[src/rtl/pc_gen.sv]
// pc_gen: program-counter / next-PC generator for the instruction-fetch port.
//
// The PC advances by STEP only when fetch accepts the current PC.
// Trap redirects take priority over branch redirects, which take priority over
// sequential advance. A misaligned branch target parks the generator in ERR
// until a trap arrives.
//
// Optional feature macro: PC_TRACE_EN (adds a ring of recently fetched PCs).
//
// Ports:
//   clk, rst        rising-edge clock, asynchronous active-high reset
//   stall           suppresses fetch_valid while running; PC holds
//   halt            request to enter / remain in HALT
//   redirect_valid  branch/jump redirect strobe, target on redirect_pc
//   trap_valid      trap redirect strobe, vector on trap_pc
//   fetch_ready     fetch side accepts pc this cycle
//   fetch_valid     pc is a valid fetch request
//   pc              current PC (registered)
//   misalign        redirect target was misaligned; generator parked in ERR
//   fetch_cnt       number of accepted fetches (wraps)
//   trace_idx       trace read index, 0 = newest          (PC_TRACE_EN only)
//   trace_pc        PC fetched trace_idx fires ago        (PC_TRACE_EN only)
module pc_gen #(
  parameter int              XLEN        = 32,
  parameter logic [XLEN-1:0] START_ADDR  = 32'h8000_0000,
  parameter int              STEP        = 4,
  parameter int              ALIGN_BITS  = 2,
  parameter int              CNT_W       = 32,
  parameter int              TRACE_DEPTH = 8
) (
  input  logic             clk,
  input  logic             rst,
  input  logic             stall,
  input  logic             halt,
  input  logic             redirect_valid,
  input  logic [XLEN-1:0]  redirect_pc,
  input  logic             trap_valid,
  input  logic [XLEN-1:0]  trap_pc,
  input  logic             fetch_ready,
  output logic             fetch_valid,
  output logic [XLEN-1:0]  pc,
  output logic             misalign,
  output logic [CNT_W-1:0] fetch_cnt
`ifdef PC_TRACE_EN
  ,
  input  logic [$clog2(TRACE_DEPTH)-1:0] trace_idx,
  output logic [XLEN-1:0]                trace_pc
`endif
);

  typedef enum logic [1:0] {
    ST_BOOT = 2'd0,
    ST_RUN  = 2'd1,
    ST_HALT = 2'd2,
    ST_ERR  = 2'd3
  } state_t;

  // Low-order bits that must be zero in a legal target; all-zero when ALIGN_BITS is 0.
  localparam logic [XLEN-1:0] ALIGN_MASK = (XLEN'(1'b1) << ALIGN_BITS) - XLEN'(1'b1);

  state_t            state_r, state_s;
  logic [XLEN-1:0]   pc_r, pc_s;
  logic              misalign_r, misalign_s;
  logic [CNT_W-1:0]  cnt_r;
  logic              fire_s;
  logic              redir_take_s;
  logic              redir_bad_s;

  assign fetch_valid  = (state_r == ST_RUN) & ~stall;
  assign fire_s       = fetch_valid & fetch_ready;
  // Redirects only matter while running or halted; BOOT and ERR ignore them.
  assign redir_take_s = redirect_valid & ((state_r == ST_RUN) | (state_r == ST_HALT));
  assign redir_bad_s  = |(redirect_pc & ALIGN_MASK);

  assign pc        = pc_r;
  assign misalign  = misalign_r;
  assign fetch_cnt = cnt_r;

  // Next-state / next-PC selection: trap > redirect > sequential advance > hold.
  always_comb begin
    state_s    = state_r;
    pc_s       = pc_r;
    misalign_s = misalign_r;
    if (trap_valid) begin
      pc_s       = trap_pc & ~ALIGN_MASK;
      state_s    = ST_RUN;
      misalign_s = 1'b0;
    end else if (redir_take_s) begin
      // A legal redirect keeps the current state, so a redirect in HALT stays halted.
      pc_s = redirect_pc;
      if (redir_bad_s) begin
        state_s    = ST_ERR;
        misalign_s = 1'b1;
      end else begin
        state_s    = state_r;
        misalign_s = misalign_r;
      end
    end else begin
      // A fire in the cycle that requests HALT still advances the PC.
      if (fire_s) begin
        pc_s = pc_r + XLEN'(STEP);
      end else begin
        pc_s = pc_r;
      end
      case (state_r)
        ST_BOOT: state_s = ST_RUN;
        ST_RUN:  state_s = halt ? ST_HALT : ST_RUN;
        ST_HALT: state_s = halt ? ST_HALT : ST_RUN;
        ST_ERR:  state_s = ST_ERR;
        default: state_s = ST_BOOT;
      endcase
    end
  end

  // State, PC and misalign flag registers.
  always_ff @(posedge clk or posedge rst) begin
    if (rst) begin
      state_r    <= ST_BOOT;
      pc_r       <= START_ADDR;
      misalign_r <= 1'b0;
    end else begin
      state_r    <= state_s;
      pc_r       <= pc_s;
      misalign_r <= misalign_s;
    end
  end

  // Accepted-fetch counter; counts every fire, including one that coincides with a redirect.
  always_ff @(posedge clk or posedge rst) begin
    if (rst) begin
      cnt_r <= {CNT_W{1'b0}};
    end else if (fire_s) begin
      cnt_r <= cnt_r + CNT_W'(1'b1);
    end else begin
      cnt_r <= cnt_r;
    end
  end

`ifdef PC_TRACE_EN
  localparam int TW = $clog2(TRACE_DEPTH);

  logic [XLEN-1:0] trace_mem_r [TRACE_DEPTH];
  logic [TW-1:0]   wr_ptr_r;
  logic [TW-1:0]   rd_ptr_s;

  // Newest entry sits just behind the write pointer; older entries further back.
  assign rd_ptr_s = wr_ptr_r - TW'(1'b1) - trace_idx;
  assign trace_pc = trace_mem_r[rd_ptr_s];

  // Trace ring: write the fired PC and advance, overwriting the oldest entry when full.
  always_ff @(posedge clk or posedge rst) begin
    if (rst) begin
      wr_ptr_r <= {TW{1'b0}};
      for (int i = 0; i < TRACE_DEPTH; i++) begin
        trace_mem_r[i] <= {XLEN{1'b0}};
      end
    end else if (fire_s) begin
      trace_mem_r[wr_ptr_r] <= pc_r;
      wr_ptr_r              <= wr_ptr_r + TW'(1'b1);
    end else begin
      wr_ptr_r <= wr_ptr_r;
    end
  end
`endif

endmodule

[config.mk]
export PLATFORM = sky130hd
export DESIGN_NAME = pc_gen
export DESIGN_NICKNAME = d
export VERILOG_FILES = /design/src/rtl/pc_gen.sv
export SDC_FILE = /design/constraint.sdc
export NUM_CORES = 1
export LEC_CHECK = 0
export CAP_MARGIN = 30
export CELL_PAD_IN_SITES_DETAIL_PLACEMENT = 1
export CELL_PAD_IN_SITES_GLOBAL_PLACEMENT = 2
export CORE_MARGIN = 5
export CORE_UTILIZATION = 29
export CTS_BUF_LIST = sky130_fd_sc_hd__clkbuf_16
export DETAILED_ROUTE_END_ITERATION = 8
export PLACE_DENSITY = 0.81
export SETUP_SLACK_MARGIN = 0.2
export SYNTH_ARGS = -nofsm -noshare
export SYNTH_HDL_FRONTEND = slang
export SYNTH_SLANG_ARGS = --single-unit
export TNS_END_PERCENT = 100
[constraint.sdc]
create_clock -name clk -period 4.8 [get_ports clk]
set_input_delay 1.44 -clock clk [delete_from_list [all_inputs] [get_ports clk]]
set_output_delay 1.44 -clock clk [all_outputs]
set_load 0.01 [all_outputs]
==> impl_metrics.json, run 1 <==
{
  "vias": 4491,
  "ys_ff_latch": 67,
  "cp_num_buf_inv": 2,
  "p_leak_uw": 0.002401,
  "drt_iter0_drc": 216,
  "syn_to_final_growth_pct": 41.11,
  "cp_top_family": "buffers and inverters",
  "syn_area_per_cell_um2": 8.952,
  "ios": 137,
  "synth-edff-count": 0,
  "grt.total_usage": 0.1835,
  "antenna_found_initial": 0,
  "powerDensity_mw_per_mm2": 406.7,
  "place_congestion": 0.8464,
  "die-area_mm2": 0.01728,
  "crit_type": "in -> out",
  "grt_max_degree": 58,
  "die_h_um": 131.5,
  "clk_path_buf_depth": 2,
  "start_util": 0.2955,
  "fp.dieW_um": 131.5,
  "cpMostUsedCell": "clkdlybuf4s50_1",
  "synth_ff_type": "dfrtp_1",
  "clock_skew_ns": 0.007875,
  "via_per_inst": 5.692,
  "critical-path-max-stage-delay_ns": 0.55,
  "drive_above_1_share": 0.06116,
  "seq_area_frac_synth": 0.3921,
  "max_cap_violations": 0,
  "worst_pin_slew_ns": 0.8203,
  "diodes": 0,
  "io_buffers": 134,
  "holdWs_ns": 0.4868,
  "hold_viol": 0,
  "final_common_cell": "clkdlybuf4s50_1",
  "post_cts_resized": 0,
  "grt_pass1_vias": 4748,
  "status": "finished clean",
  "cp_slowest_cell": "clkdlybuf4s50_1",
  "synthCells": 478,
  "drt-total-wl_mm": 16.08,
  "postCtsHoldBufs": 0,
  "rows": 44,
  "wire_per_inst_um": 20.39,
  "cts_num_sinks": 67,
  "syn_area_mm2": 0.004279,
  "cts_tree": "done",
  "ys.warnings.count": 0,
  "drc": 0,
  "final_cell_mix": "133 x clkdlybuf4s50_1, 66 x dfrtp_1, 58 x nand2_1, 33 x nand3_1, 29 x xnor2_1",
  "endpoint_kind": "output port",
  "setup_tns_ns": 0,
  "critPathLaunchType": "input port",
  "cts_root_buf": "clkbuf_16",
  "yosys.cell_types.count": 67,
  "clkLatencyLatePin_ns": 0.34,
  "dp.final_hpwl_mm": 11.98,
  "worstHoldPathType": "reg -> reg",
  "core_mm2": 0.01448,
  "critPathMaxFanout": 4,
  "setup_viol": 0,
  "syn-num-nets": 554,
  "fillers": 1682,
  "grt_pass1_wl_mm": 26.01,
  "drtAntennaViolNets": 0,
  "numCtsBuffers": 9,
  "period_share": 0.8423,
  "firstDrtPassIters": 4,
  "rsz0062_at_grt": "false",
  "path_cells": "clkdlybuf4s50_1, nor2b_1, clkdlybuf4s50_1",
  "htree_levels": 3,
  "gr-total-overflow": 0,
  "synth-async-reset-ratio": 1.000,
  "clkTransAtPathRegs_ns": 0.05,
  "peakVddDrop_uv": 210.0,
  "cp.required_ns": 3.36,
  "arrival_ns": 2.60,
  "relSlewSlack": 0.4491,
  "max_freq_mhz": 247.3,
  "fin_crit_ns": 4.043,
  "final_nets": 677,
  "drv_slew": 0,
  "cts_setup_buffers": 0
}
==> where the power goes <==
part,total (uW),switching (uW),internal (uW)
Combinational,953,499,454
Sequential,865,186,679
Clock,637,247,390
==> final cells by class <==
type / instances / area, um2 / area share
multi-input cells: 370 / 2422 / 0.4012
well taps: 184 / 230.2 / 0.03813
clock buffers: 9 / 225.2 / 0.03730
repair buffers: 141 / 1389 / 0.2300
inverters: 12 / 45.04 / 0.007460
clock inverters: 6 / 48.80 / 0.008081
flip-flops and latches: 67 / 1678 / 0.2779
==> sequential cells by signal (all words and copies together), names as in the netlist <==
name / count
fetch_cnt: 32
misalign: 1
pc: 32
state_r: 2
==> synth_stat cells (all sizes together), types with 5 or more instances <==
master | instances | area [um2]
and4 | 7 | 61.31
inv | 12 | 45.04
nor2 | 14 | 55.06
a22oi | 6 | 45.04
and3 | 18 | 112.6
clkbuf | 16 | 61.30
nor4 | 11 | 120.1
o31ai | 6 | 45.04
nand4b | 6 | 52.55
nand3b | 6 | 45.04
nor2b | 8 | 50.05
nand4 | 28 | 193.9
nand3 | 34 | 175.2
buf | 13 | 72.57
nor3b | 5 | 37.54
xnor2 | 30 | 270.3
nand2 | 58 | 217.7
o21ai | 21 | 105.1
ha | 5 | 62.56
dfrtp | 66 | 1652
a31oi | 12 | 75.07
a21oi | 15 | 75.07
nor3 | 17 | 90.09
a211oi | 5 | 37.54
==> per-stage QoR <==
| step | power, uW | cell area (um2) | instances | util | setup slack, ns |
|---|---|---|---|---|---|
| finish | 2456 | 6038 | 789 | 0.4170 | 0.7571 |
| floorplan | 1334 | 4279 | 478 | - | 1.679 |
| CTS | 2483 | 6038 | 789 | 0.4170 | 0.7555 |
| detailed placement | 1830 | 5764 | 774 | 0.3981 | 0.7668 |
| global placement | 1798 | 5764 | 774 | 0.3981 | 0.7862 |
| global route | 2599 | 6038 | 789 | 0.4170 | 0.7095 |
==> per-layer routing <==
metal  vias to the layer above  share of wire  GRT usage
li1                       2052              -          -
met1                      2254           0.45     0.2377
met3                        30          0.059    0.04320
met5                         -              0          0
met2                       155           0.47     0.2960
met4                         0          0.021    0.07314
==> path summary, 6_finish.rpt <==
path / start / endpoint / slack [ns] / cells after the start
hold reg to reg: fetch_cnt[31] / fetch_cnt[31] / 0.49 / 1
setup / recovery: stall / fetch_valid / 0.76 / 3
setup reg to reg: state_r[0] / pc[3] / 2.22 / 7
max in group asynchronous: rst / fetch_cnt[11] / 2.64 / 3
min in group asynchronous: rst / fetch_cnt[26] / 1.39 / 2
hold / removal: fetch_cnt[31] / fetch_cnt[31] / 0.49 / 1
==> kinds of logic after synthesis <==
group	count (synthesis)	share of synthesized area
and+or+nand+nor	224	0.3032
adders and majority gates	5	0.01462
buffers and inverters	41	0.04181
AOI/OAI and AO/OA	106	0.1737
DFF	67	0.3921
xor gates and xnor gates	32	0.06725
muxes	3	0.007310
Power figures use the tool's default switching activity.
==> run 2: changes to the inputs <==
--- a/config.mk
+++ b/config.mk
@@ -9,10 +9,10 @@
 export CELL_PAD_IN_SITES_DETAIL_PLACEMENT = 1
 export CELL_PAD_IN_SITES_GLOBAL_PLACEMENT = 2
 export CORE_MARGIN = 5
-export CORE_UTILIZATION = 29
+export CORE_UTILIZATION = 27
 export CTS_BUF_LIST = sky130_fd_sc_hd__clkbuf_16
 export DETAILED_ROUTE_END_ITERATION = 8
-export PLACE_DENSITY = 0.81
+export PLACE_DENSITY = 0.76
 export SETUP_SLACK_MARGIN = 0.2
 export SYNTH_ARGS = -nofsm -noshare
 export SYNTH_HDL_FRONTEND = slang
==> constraint.sdc (replaced) <==
create_clock -name clk -period 4.1 [get_ports clk]
set_input_delay 1.23 -clock clk [delete_from_list [all_inputs] [get_ports clk]]
set_output_delay 1.23 -clock clk [all_outputs]
set_load 0.01 [all_outputs]
==> run 2 against run 1 <==
Final cell count rose by 5.2%. Power grew 25%. Die area rose by 6.8%. Setup slack worse by 0.27 ns. Sequential power is 17% higher. Non-clock buffer count is 7 higher. Clock skew fell by 0.0032 ns. Global-route usage shrank 0.59 points. Worst hold slack got worse by 0.0024 ns. Register-to-register slack worse by 0.68 ns. Utilization down 2.2 points. Largest cell class unchanged. Largest power group unchanged.
==> impl_metrics.json, run 2 (synthesis gave the netlist of run 1 again) <==
{
  "cts_setup_buffers": 0,
  "worst_pin_slew_ns": 0.8698,
  "start_util": 0.2723,
  "drc": 0,
  "clock_skew_ns": 0.004664,
  "die-area_mm2": 0.01847,
  "cp.required_ns": 2.87,
  "fin_util": 0.3946,
  "clkTransAtPathRegs_ns": 0.06,
  "fin_crit_ns": 3.618,
  "drt-total-wl_mm": 16.25,
  "fp.dieW_um": 135.9,
  "crit_type": "in -> out",
  "firstDrtPassIters": 4,
  "regArea_mm2": 0.001678,
  "rr_endpoint": "pc[14]",
  "reg2reg_slack_ns": 1.54,
  "place_congestion": 0.8534,
  "rows": 46,
  "r2r-start": "state_r[0]",
  "status": "finished clean",
  "multi_input_area_mm2": 0.002422,
  "r2r.worst_path.cells": 6,
  "cts_root_buf": "clkbuf_16",
  "rsz0062_at_grt": "false",
  "clkLatencyLatePin_ns": 0.34,
  "setup_viol": 0,
  "drt_iter0_drc": 156,
  "holdWs_ns": 0.4844,
  "vias": 4399,
  "post_cts_resized": 0,
  "gr-total-overflow": 0,
  "numCtsBuffers": 9,
  "dp.final_hpwl_mm": 12.56,
  "io_buffers": 134,
  "final_cell_mix": "133 x clkdlybuf4s50_1, 66 x dfrtp_1, 58 x nand2_1, 33 x nand3_1, 29 x xnor2_1",
  "peakVddDrop_uv": 278.5,
  "final_nets": 684,
  "drive_above_1_share": 0.07993,
  "htree_levels": 3,
  "period_share": 0.8824,
  "ios": 137,
  "min_path_cells": 1,
  "powerDensity_mw_per_mm2": 493.6,
  "max_cap_violations": 0,
  "postCtsHoldBufs": 0,
  "critPathLaunchType": "input port",
  "grt_pass1_vias": 4681,
  "cts_num_sinks": 67,
  "endpoint_kind": "output port",
  "arrival_ns": 2.39,
  "cts_tree": "done",
  "worstHoldPathType": "reg -> reg",
  "syn_to_final_growth_pct": 44.88,
  "setup_tns_ns": 0,
  "whs_endpoint": "fetch_cnt[31]",
  "drtAntennaViolNets": 0,
  "fillers": 1811,
  "grt.total_usage": 0.1776,
  "grt_pass1_wl_mm": 25.66,
  "core_mm2": 0.01571,
  "critPathMaxFanout": 4,
  "antenna_found_initial": 0,
  "grt_max_degree": 31,
  "min_from": "fetch_cnt[31]",
  "drv_slew": 0,
  "wire_per_inst_um": 19.58,
  "clk_path_buf_depth": 2,
  "p_leak_uw": 0.002462,
  "via_per_inst": 5.300,
  "relSlewSlack": 0.4158,
  "hold_viol": 0,
  "max_freq_mhz": 276.4,
  "die_h_um": 135.9,
  "final_common_cell": "clkdlybuf4s50_1"
}
run 2: how the worst max path moves through the flow:
stage           from           end  slack, ns  depth (start not counted)
6_report       stall   fetch_valid       0.48                          3
4_1_cts        stall   fetch_valid       0.50                          3
2_1_floorplan    rst  fetch_cnt[0]       1.19                          1
3_3_place_gp   stall   fetch_valid       0.50                          3
3_5_place_dp   stall   fetch_valid       0.51                          3
5_1_grt        stall   fetch_valid       0.42                          3
run 2: critical path: stages:
cell             delay, ns
clkdlybuf4s50_1       0.47
nor2b_1               0.13
clkdlybuf4s50_1       0.56
run 2: routing by layer:
metal / track usage / vias to the layer above / routed length [um]
met4: 0.05039 / 0 / 214
met3: 0.03516 / 17 / 856
met1: 0.2312 / 2192 / 7378
met2: 0.3001 / 114 / 7804
li1: - / 2076 / -
met5: 0 / - / 0
run 2: cell type report:
class / count / area share
sequential: 67 / 0.2706
timing repair buffer: 148 / 0.2325
tap: 216 / 0.04359
antenna: 1 / 0.0004036
clock inverter: 7 / 0.01857
clock buffer: 9 / 0.03633
multi-input combinational: 370 / 0.3907
inverter: 12 / 0.007265
run 2: metrics by stage:
step                      setup WS, ns  area, um2  power (uW)  cells
final                           0.4822       6200        3060    830
after detailed placement        0.5072       5857        2178    813
after floorplan                  1.189       4279        1561    478
after global placement          0.5049       5857        2142    813
after CTS                       0.4957       6197        3097    829
after global routing            0.4185       6197        3237    829
run 2: where the power goes:
group / internal [uW] / switching (uW)
logic: 553 / 591
clock network: 593 / 309
registers: 794 / 219
total: 1940 / 1120
